File: src/rtl/mu0_mem_pkg.sv
// Shared types and defaults for the MU0 memory arbiter.
// Owner and FSM state encodings live here so every file agrees on them.
package mu0_mem_pkg;

   localparam int ADDR_W_DEF = 16;
   localparam int DATA_W_DEF = 16;

   typedef enum logic {
      OWN_CPU  = 1'b0,
      OWN_HOST = 1'b1
   } owner_t;

   typedef enum logic [1:0] {
      IDLE  = 2'd0,
      ISSUE = 2'd1,
      ACK   = 2'd2
   } arb_state_t;

endpackage

File: src/rtl/mu0_rr_pick2.sv
// Combinational two-way round-robin picker: req[0]=CPU, req[1]=host.
// lock masks the CPU so only the host can win.
module mu0_rr_pick2
   import mu0_mem_pkg::*;
(
   input  logic [1:0] req,
   input  owner_t     last_owner,
   input  logic       lock,
   output owner_t     winner,
   output logic       valid,
   output logic       conflict
);

   logic [1:0] req_eff;

   // Mask the CPU under lock, then pick a lone requester or alternate on a tie.
   always_comb begin
      req_eff = req;
      if (lock) req_eff[0] = 1'b0;
      valid    = |req_eff;
      conflict = &req_eff;
      winner   = OWN_CPU;
      unique case (req_eff)
         2'b01:   winner = OWN_CPU;
         2'b10:   winner = OWN_HOST;
         2'b11:   winner = (last_owner == OWN_HOST) ? OWN_CPU : OWN_HOST;
         default: winner = OWN_CPU;
      endcase
   end

endmodule

File: src/rtl/mu0_mem_arbiter.sv
// Registered round-robin arbiter sharing the MU0 memory between core and host.
// Optional host lock is built in when MU0_ARB_HOST_LOCK_EN is defined.
module mu0_mem_arbiter
   import mu0_mem_pkg::*;
#(
   parameter int ADDR_W = ADDR_W_DEF,
   parameter int DATA_W = DATA_W_DEF,
   parameter int CNT_W  = 16
) (
   input  logic              clk,
   input  logic              reset,
   input  logic              cpu_req,
   input  logic              cpu_rnw,
   input  logic [ADDR_W-1:0] cpu_addr,
   input  logic [DATA_W-1:0] cpu_wdata,
   output logic              cpu_gnt,
   output logic              cpu_ack,
   output logic [DATA_W-1:0] cpu_rdata,
   input  logic              host_req,
   input  logic              host_rnw,
   input  logic [ADDR_W-1:0] host_addr,
   input  logic [DATA_W-1:0] host_wdata,
`ifdef MU0_ARB_HOST_LOCK_EN
   input  logic              host_lock,
`endif
   output logic              host_gnt,
   output logic              host_ack,
   output logic [DATA_W-1:0] host_rdata,
   output logic              mem_rq,
   output logic              mem_rnw,
   output logic [ADDR_W-1:0] mem_addr,
   output logic [DATA_W-1:0] mem_wdata,
   input  logic [DATA_W-1:0] mem_rdata,
   output logic [CNT_W-1:0]  conflict_cnt
);

   arb_state_t        state;
   owner_t            last_owner;
   owner_t            owner;
   owner_t            winner;
   logic              valid;
   logic              conflict;
   logic              lock_eff;
   logic              sel_rnw;
   logic [ADDR_W-1:0] sel_addr;
   logic [DATA_W-1:0] sel_wdata;

`ifdef MU0_ARB_HOST_LOCK_EN
   logic lock_flag;

   assign lock_eff = lock_flag & host_lock;

   // Lock is taken by a locked host grant and released at the first unlocked IDLE.
   always_ff @(posedge clk) begin
      if (reset) begin
         lock_flag <= 1'b0;
      end else if (state == IDLE) begin
         if (!host_lock)
            lock_flag <= 1'b0;
         else if (valid && winner == OWN_HOST)
            lock_flag <= 1'b1;
      end
   end
`else
   assign lock_eff = 1'b0;
`endif

   mu0_rr_pick2 u_pick (
      .req        ({host_req, cpu_req}),
      .last_owner (last_owner),
      .lock       (lock_eff),
      .winner     (winner),
      .valid      (valid),
      .conflict   (conflict)
   );

   // Route the winning requester's command toward the memory latch.
   always_comb begin
      sel_rnw   = cpu_rnw;
      sel_addr  = cpu_addr;
      sel_wdata = cpu_wdata;
      if (winner == OWN_HOST) begin
         sel_rnw   = host_rnw;
         sel_addr  = host_addr;
         sel_wdata = host_wdata;
      end
   end

   // Arbitration FSM; every output is a register set on entry to its state.
   // Read data is captured at the close of the strobe cycle so it rides with ack.
   always_ff @(posedge clk) begin
      if (reset) begin
         state        <= IDLE;
         last_owner   <= OWN_HOST;
         owner        <= OWN_CPU;
         cpu_gnt      <= 1'b0;
         cpu_ack      <= 1'b0;
         host_gnt     <= 1'b0;
         host_ack     <= 1'b0;
         mem_rq       <= 1'b0;
         mem_rnw      <= 1'b1;
         mem_addr     <= '0;
         mem_wdata    <= '0;
         cpu_rdata    <= '0;
         host_rdata   <= '0;
         conflict_cnt <= '0;
      end else begin
         cpu_gnt  <= 1'b0;
         cpu_ack  <= 1'b0;
         host_gnt <= 1'b0;
         host_ack <= 1'b0;
         mem_rq   <= 1'b0;
         unique case (state)
            IDLE: begin
               if (valid) begin
                  owner      <= winner;
                  last_owner <= winner;
                  mem_rq     <= 1'b1;
                  mem_rnw    <= sel_rnw;
                  mem_addr   <= sel_addr;
                  mem_wdata  <= sel_wdata;
                  cpu_gnt    <= (winner == OWN_CPU);
                  host_gnt   <= (winner == OWN_HOST);
                  if (conflict && conflict_cnt != '1)
                     conflict_cnt <= conflict_cnt + CNT_W'(1);
                  state <= ISSUE;
               end
            end
            ISSUE: begin
               if (owner == OWN_CPU) begin
                  cpu_ack <= 1'b1;
                  if (mem_rnw) cpu_rdata <= mem_rdata;
               end else begin
                  host_ack <= 1'b1;
                  if (mem_rnw) host_rdata <= mem_rdata;
               end
               state <= ACK;
            end
            ACK: begin
               state <= IDLE;
            end
            default: begin
               state <= IDLE;
            end
         endcase
      end
   end

endmodule
File: config.mk
export PLATFORM = sky130hd
export DESIGN_NAME = mu0_mem_arbiter
export DESIGN_NICKNAME = d
export VERILOG_FILES = /design/src/rtl/mu0_mem_pkg.sv /design/src/rtl/mu0_rr_pick2.sv /design/src/rtl/mu0_mem_arbiter.sv
export SDC_FILE = /design/constraint.sdc
export NUM_CORES = 1
export LEC_CHECK = 0
export ABC_AREA = 0
export BUFFER_PORTS_ARGS = -buffer_cell sky130_fd_sc_hd__buf_2
export CAP_MARGIN = 20
export CORE_MARGIN = 8
export CORE_UTILIZATION = 45
export CTS_BUF_LIST = sky130_fd_sc_hd__clkbuf_4
export CTS_CLUSTER_SIZE = 12
export DETAILED_ROUTE_END_ITERATION = 7
export PLACE_DENSITY = 0.85
export SYNTH_ARGS = -nofsm -noshare
export SYNTH_HDL_FRONTEND = slang
export SYNTH_SLANG_ARGS = --single-unit
File: constraint.sdc
create_clock -name clk -period 3 [get_ports clk]
set_input_delay 0.3 -clock clk [delete_from_list [all_inputs] [get_ports clk]]
set_output_delay 0.3 -clock clk [all_outputs]
set_load 0.02 [all_outputs]
# After elaboration in Yosys (flattened, before gate mapping)
# Index checks and enable logic that the tools add are counted.
totals:
  ff_bits: 90
  latch_bits: 0
  mem_bits_rw: 0
  rom_bits: 0
  inputBits: 86
  out_inout_bits: 86
  elab_cells: 46
  n_memories: 0
classes:
  n_addsub: 1
  mul: 0
  n_div: 0
  magnitude_cmp: 0
  n_eq_ne: 5
  shift: 0
  n_mux: 10
  n_bitwise: 5
  reduce_logical: 11
ops:
  columns: ["op", "count"]
  rows:
  - ["two-way mux 16 bit", 2]
  - ["adder 16 x 1 -> 16 bit, second input constant", 1]
  - ["!= test 16 bit, second input constant", 1]
  - ["AND reduction 3 bit", 3]
  - ["OR reduction 2 bit", 3]
  - ["two-way mux 1 bit", 5]
  - ["inverter 1 bit", 5]
  - ["== test 2 bit, second input constant", 2]
  - ["one-hot mux 2 bit (2 select lines)", 1]
  - ["AND reduction 2 bit", 2]
  - ["OR reduction 3 bit", 1]
  - ["== test 2 x 1 -> 1 bit, second input constant", 1]
  - ["logical NOT 2 bit", 1]
  - ["two-way mux 2 bit", 1]
  - ["!= test 2 x 1 -> 1 bit, second input constant", 1]
  - ["one-hot mux 1 bit (2 select lines)", 1]
  - ["logical AND 1 bit", 1]

# Logic depth before layout (Yosys ltp)
logic_depth:
  depth_word: 3
  mapped_depth: 6
  depth_no_buf: 5

# By module
# A second synthesis with hierarchy kept.
unflattened:
  cells_unflattened: 421
  hier_area_um2: 3674.8
by_module_without_submodules:
  columns: ["module", "instances", "cells_per_inst", "area_each_um2", "seq_area_each_um2"]
  rows:
  - ["mu0_mem_arbiter", 1, 417, 3639.7, 1801.7]
  - ["mu0_rr_pick2", 1, 4, 35.0, 0.0]

# Least setup slack after synthesis
# No wires, ideal clock.
synth_timing:
  path_kind: "flip-flop to flip-flop"
  from: "register conflict_cnt[0]"
  to: "register conflict_cnt[10]"
  setup_time_ns: 0.070
  t_arrival_ns: 1.677
  t_required_ns: 2.930
  path_slack_ns: 1.253
  path_stages_with_launch: 6
  n_path_buf: 0
  synth_period_minus_slack_ns: 1.747
  cell_sequence: "dfxtp_1 -> ha_1 -> and4_1 -> nand2_4 -> or4_1 -> a21oi_1"
synth_between:
  elab_chain_cells: 3
  elab_cells_between_ends: 4
  cone_classes: "1 x add/sub; 1 x eq/ne; 2 x reduce/logical"
synth_lines:
  columns: ["element", "line_no", "rtl"]
  rows:
  - ["start, declared", "mu0_mem_arbiter.sv:34", "output logic [CNT_W-1:0] conflict_cnt"]
  - ["start signal, assigned", "mu0_mem_arbiter.sv:125", "conflict_cnt <= conflict_cnt + CNT_W'(1);"]
  - ["branches (longest 3 deep; another with adder 16 x 1 -> 16 bit)", null, null]
# Several ways; the timed one is not identified.
# A chain may end at the register's enable or synchronous reset.

# Worst setup path after layout
layout_timing:
  from: "register conflict_cnt[0]"
  to: "register conflict_cnt[5]"
# Same word-level chain as after synthesis.

==> summary.md <==
| Metric | Value |
|---|---|
| Hold-critical path depth | 3 |
| Ys Warns | 0 |
| GRT Overall Usage | 18.2% |
| Design Area, Final | 4710 sq um |
| Drt initial violations | roughly 130 |
| Crit path max-delay cell type | nor4_2 |
| Worst endpoint required time | 3.34 ns |
| WP data arrival | 2.30 ns |
| Diode count | 0 |
| Synth area leaders | dfxtp_1, mux2i_1, nand2_1 |
| Initial Util | 45.5% |
| Normalized max-slew margin | 29.9% |
| Post-synth top area share | 49.2% |
| Die width | between 100 and 150 um |
| M1 GR Usage | 19.1% |
| Dpl cells | 669 |
| Crit-path max FO | 12 |
| Footprint of the multi-input gates | 1740 sq um |
| CP Class | reg -> reg |
| Area growth from synthesis to layout | 28.6% |
| Top Family by Delay on Critical Path | simple AND/OR/NAND/NOR gates |
| Largest net degree at the start of global routing | 46 |
| Largest family of logic cells by synthesized area | simple AND/OR/NAND/NOR gates |
| Outcome | finished, final reports clean |
| Post-CTS Setup Inserts | 0 |
| CP Capture Type | flip-flop |
| CP Cell Sequence | ha_1 > nand4_1 > nor4_2 > o21ai_0 > a21oi_1 |
| Syn avg cell area | 8.74 sq um |
| Wire length per cell | between 15 and 20 um |
| Max Freq | between 0.5 and 0.6 GHz |
| Die Y-Extent | 106 um |
| ANT nets after route | 0 |
| Non-Filler Instances | 685 |
| Detailed Place HPWL | approximately 8000 um |
| CTS root buffer | clkbuf_4 |
| CP Buf/Inv Count | 0 |
| Yosys cell types | just over 40 |
| Maxcap violations | 0 |
| Cell Area, Placed | between 4000 and 5000 sq um |
| Input/output buffers | 171 |
| Resized cells post-CTS | 0 |
| Ys async rst share | 0% |
| Fraction of layout cells with a size suffix above 1 | 34.0% |
| Hold buffers post-CTS | 0 |
| Min-Delay Path Class | in -> reg |
| Worst slack, placed | 1.06 ns |
| IO Pins | 172 |
| TritonCTS clock tree | done |
| Overflow after GRT | 0 |
| Worst Max-Slew Pin Slew | between 1 and 1.5 ns |
| Max-slew violation total from the final report | 0 |
| Clock Latency Late Sink | approximately 0.41 ns |
| Mux contribution to synthesized area | under 10% |
| Post-synthesis register bit count | 90 |
| GR Layer Usage met3 | 5.44% |
| Sequential area share after synthesis | between 40% and 50% |
| Number of synthesized flops with an enable pin | 0 |
| Clk_skew | 0.00934 ns |
| Clock transition at path regs | 0.14 ns |
| Commonest cells after routing, fill and taps aside | buf_2, dfxtp_1, nand2_1, a21oi_1, nor2_1 |
| Register area | 1800 sq um |
| Compound-Gate Fraction of Synth Area | between 15 and 20% |
| Final Hold Viols | 0 |
| Clock sinks | 90 |
| Nets@finish | 662 |
| Period utilisation layout | 65.2% |
| Power density cells | 522 nW/um^2 |
| First-pass GRT wire length | approximately 17000 um |
| Syn nets | a little over 500 |
| H-Tree Depth | 3 |
| CP startpoint kind | flip-flop |
| Worst path max stage delay | 0.69 ns |
| Synth Area in Simple Gates | 21.2% |
| WHS | 0.119 ns |
| Vias | 3554 |
| DRC | 0 |
| Vias in the first global route | 3572 |
| Maximum root-to-sink buffer count | 2 |
| Routability congestion estimate | a little under 0.9 |
| Pleak | 2.12 nW |
| Setup TNS | 0 ns |
| Cells after synthesis | between 400 and 500 |
| First-pass DRT Iterations | 4 |
| Die area | approximately 11000 sq um |
| Cell Area, Synth | 3660 sq um |
| Clock buffer count from CTS | 9 |
| Final worst path period need | just under 2 ns |
| Post-synthesis xor/xnor area fraction | 0% |
| Initial antenna violation count | 0 |
| Peak VDD IR | 0.241 mV |
| Busiest grt layer | met2 |
| Fill cells | 734 |
| Row count | 33 |
| Commonest non-fill, non-tap cell in the layout | buf_2 |
| Adder-Cell Fraction of Synth Area | 0.342% |
| Core area | 8050 sq um |
| RSZ-0062 raised after global routing | false |
| Core Util, Final | 58.5% |
| Fin worst setup slack | roughly 1.0 ns |
| Design Power | 2.46 mW |
| CP Depth | 5 |
| Area leader, netlist | dfxtp_1 |
| Setup-failing EPs final | 0 |
| Vias per Instance | 5.19 |
| GRT met2 Usage | between 30% and 40% |
| R2R cell count | 5 |
| Synth Flop Type | dfxtp_1 |
| Final WL | 10400 um |
[path summary, 6_finish.rpt]
kind | startpoint | endpoint | slack [ns]
max | conflict_cnt[0] | conflict_cnt[5] | 1.04
min | mem_rdata[5] | host_rdata[5] | 0.12
max reg2reg | conflict_cnt[0] | conflict_cnt[5] | 1.04
min reg2reg | cpu_rdata[10] | cpu_rdata[10] | 0.46
[cells by family after synthesis]
| family | count (synthesis) |
|---|---|
| AOI/OAI and AO/OA | 98 |
| adders and majority gates | 1 |
| buffers and inverters | 30 |
| DFF | 90 |
| muxes | 34 |
| and+or+nand+nor | 166 |
[final cells by class]
cell class              instances  area share, %
multi-input cells             299           37.0
flip-flops and latches         90           38.2
clock buffers                  10           1.59
repair buffers                174           18.9
clock inverters                 6           1.38
inverters                       1         0.0797
well taps                     105           2.79
[routing by layer]
metal | vias up | part of all wire [%]
met1 | 1589 | 39
met4 | 0 | 3.2
li1 | 1799 | -
met5 | - | 0
met3 | 29 | 6.7
met2 | 137 | 52
[sequential cells by signal, summed over array words and instances, names as in the netlist]
register and count:
cpu_rdata 16, conflict_cnt 16, mem_rnw 1, host_rdata 16, host_ack 1, last_owner 1, cpu_gnt 1, mem_addr 16
cpu_ack 1, mem_rq 1, mem_wdata 16, owner 1, state 2, host_gnt 1
[worst register-to-register path: cells and delay by family (launching register included)]
kind,cells,cell delay (ns)
and+or+nand+nor,2,0.85
DFF,1,0.42
AOI/OAI and AO/OA,2,0.36
adders and majority gates,1,0.25
[cells in the mapped netlist, drive strengths merged, types with 2 or more instances]
cell     n
or4      3
nand4    6
buf      8
mux2i   33
a211oi  33
o21ai   10
nor3b    2
nand3b   3
clkbuf  21
nor2    42
or3      7
nand2   75
o31ai    3
nand3    5
dfxtp   90
and4     4
and3     2
and2     4
a21oi   46
nor3     6
[power by group]
group	switching, mW	internal (mW)
combinational	0.291	0.177
sequential	0.0405	1.27
clock	0.407	0.267
total	0.739	1.72
Note: power is estimated with default switching activity, not from simulation.
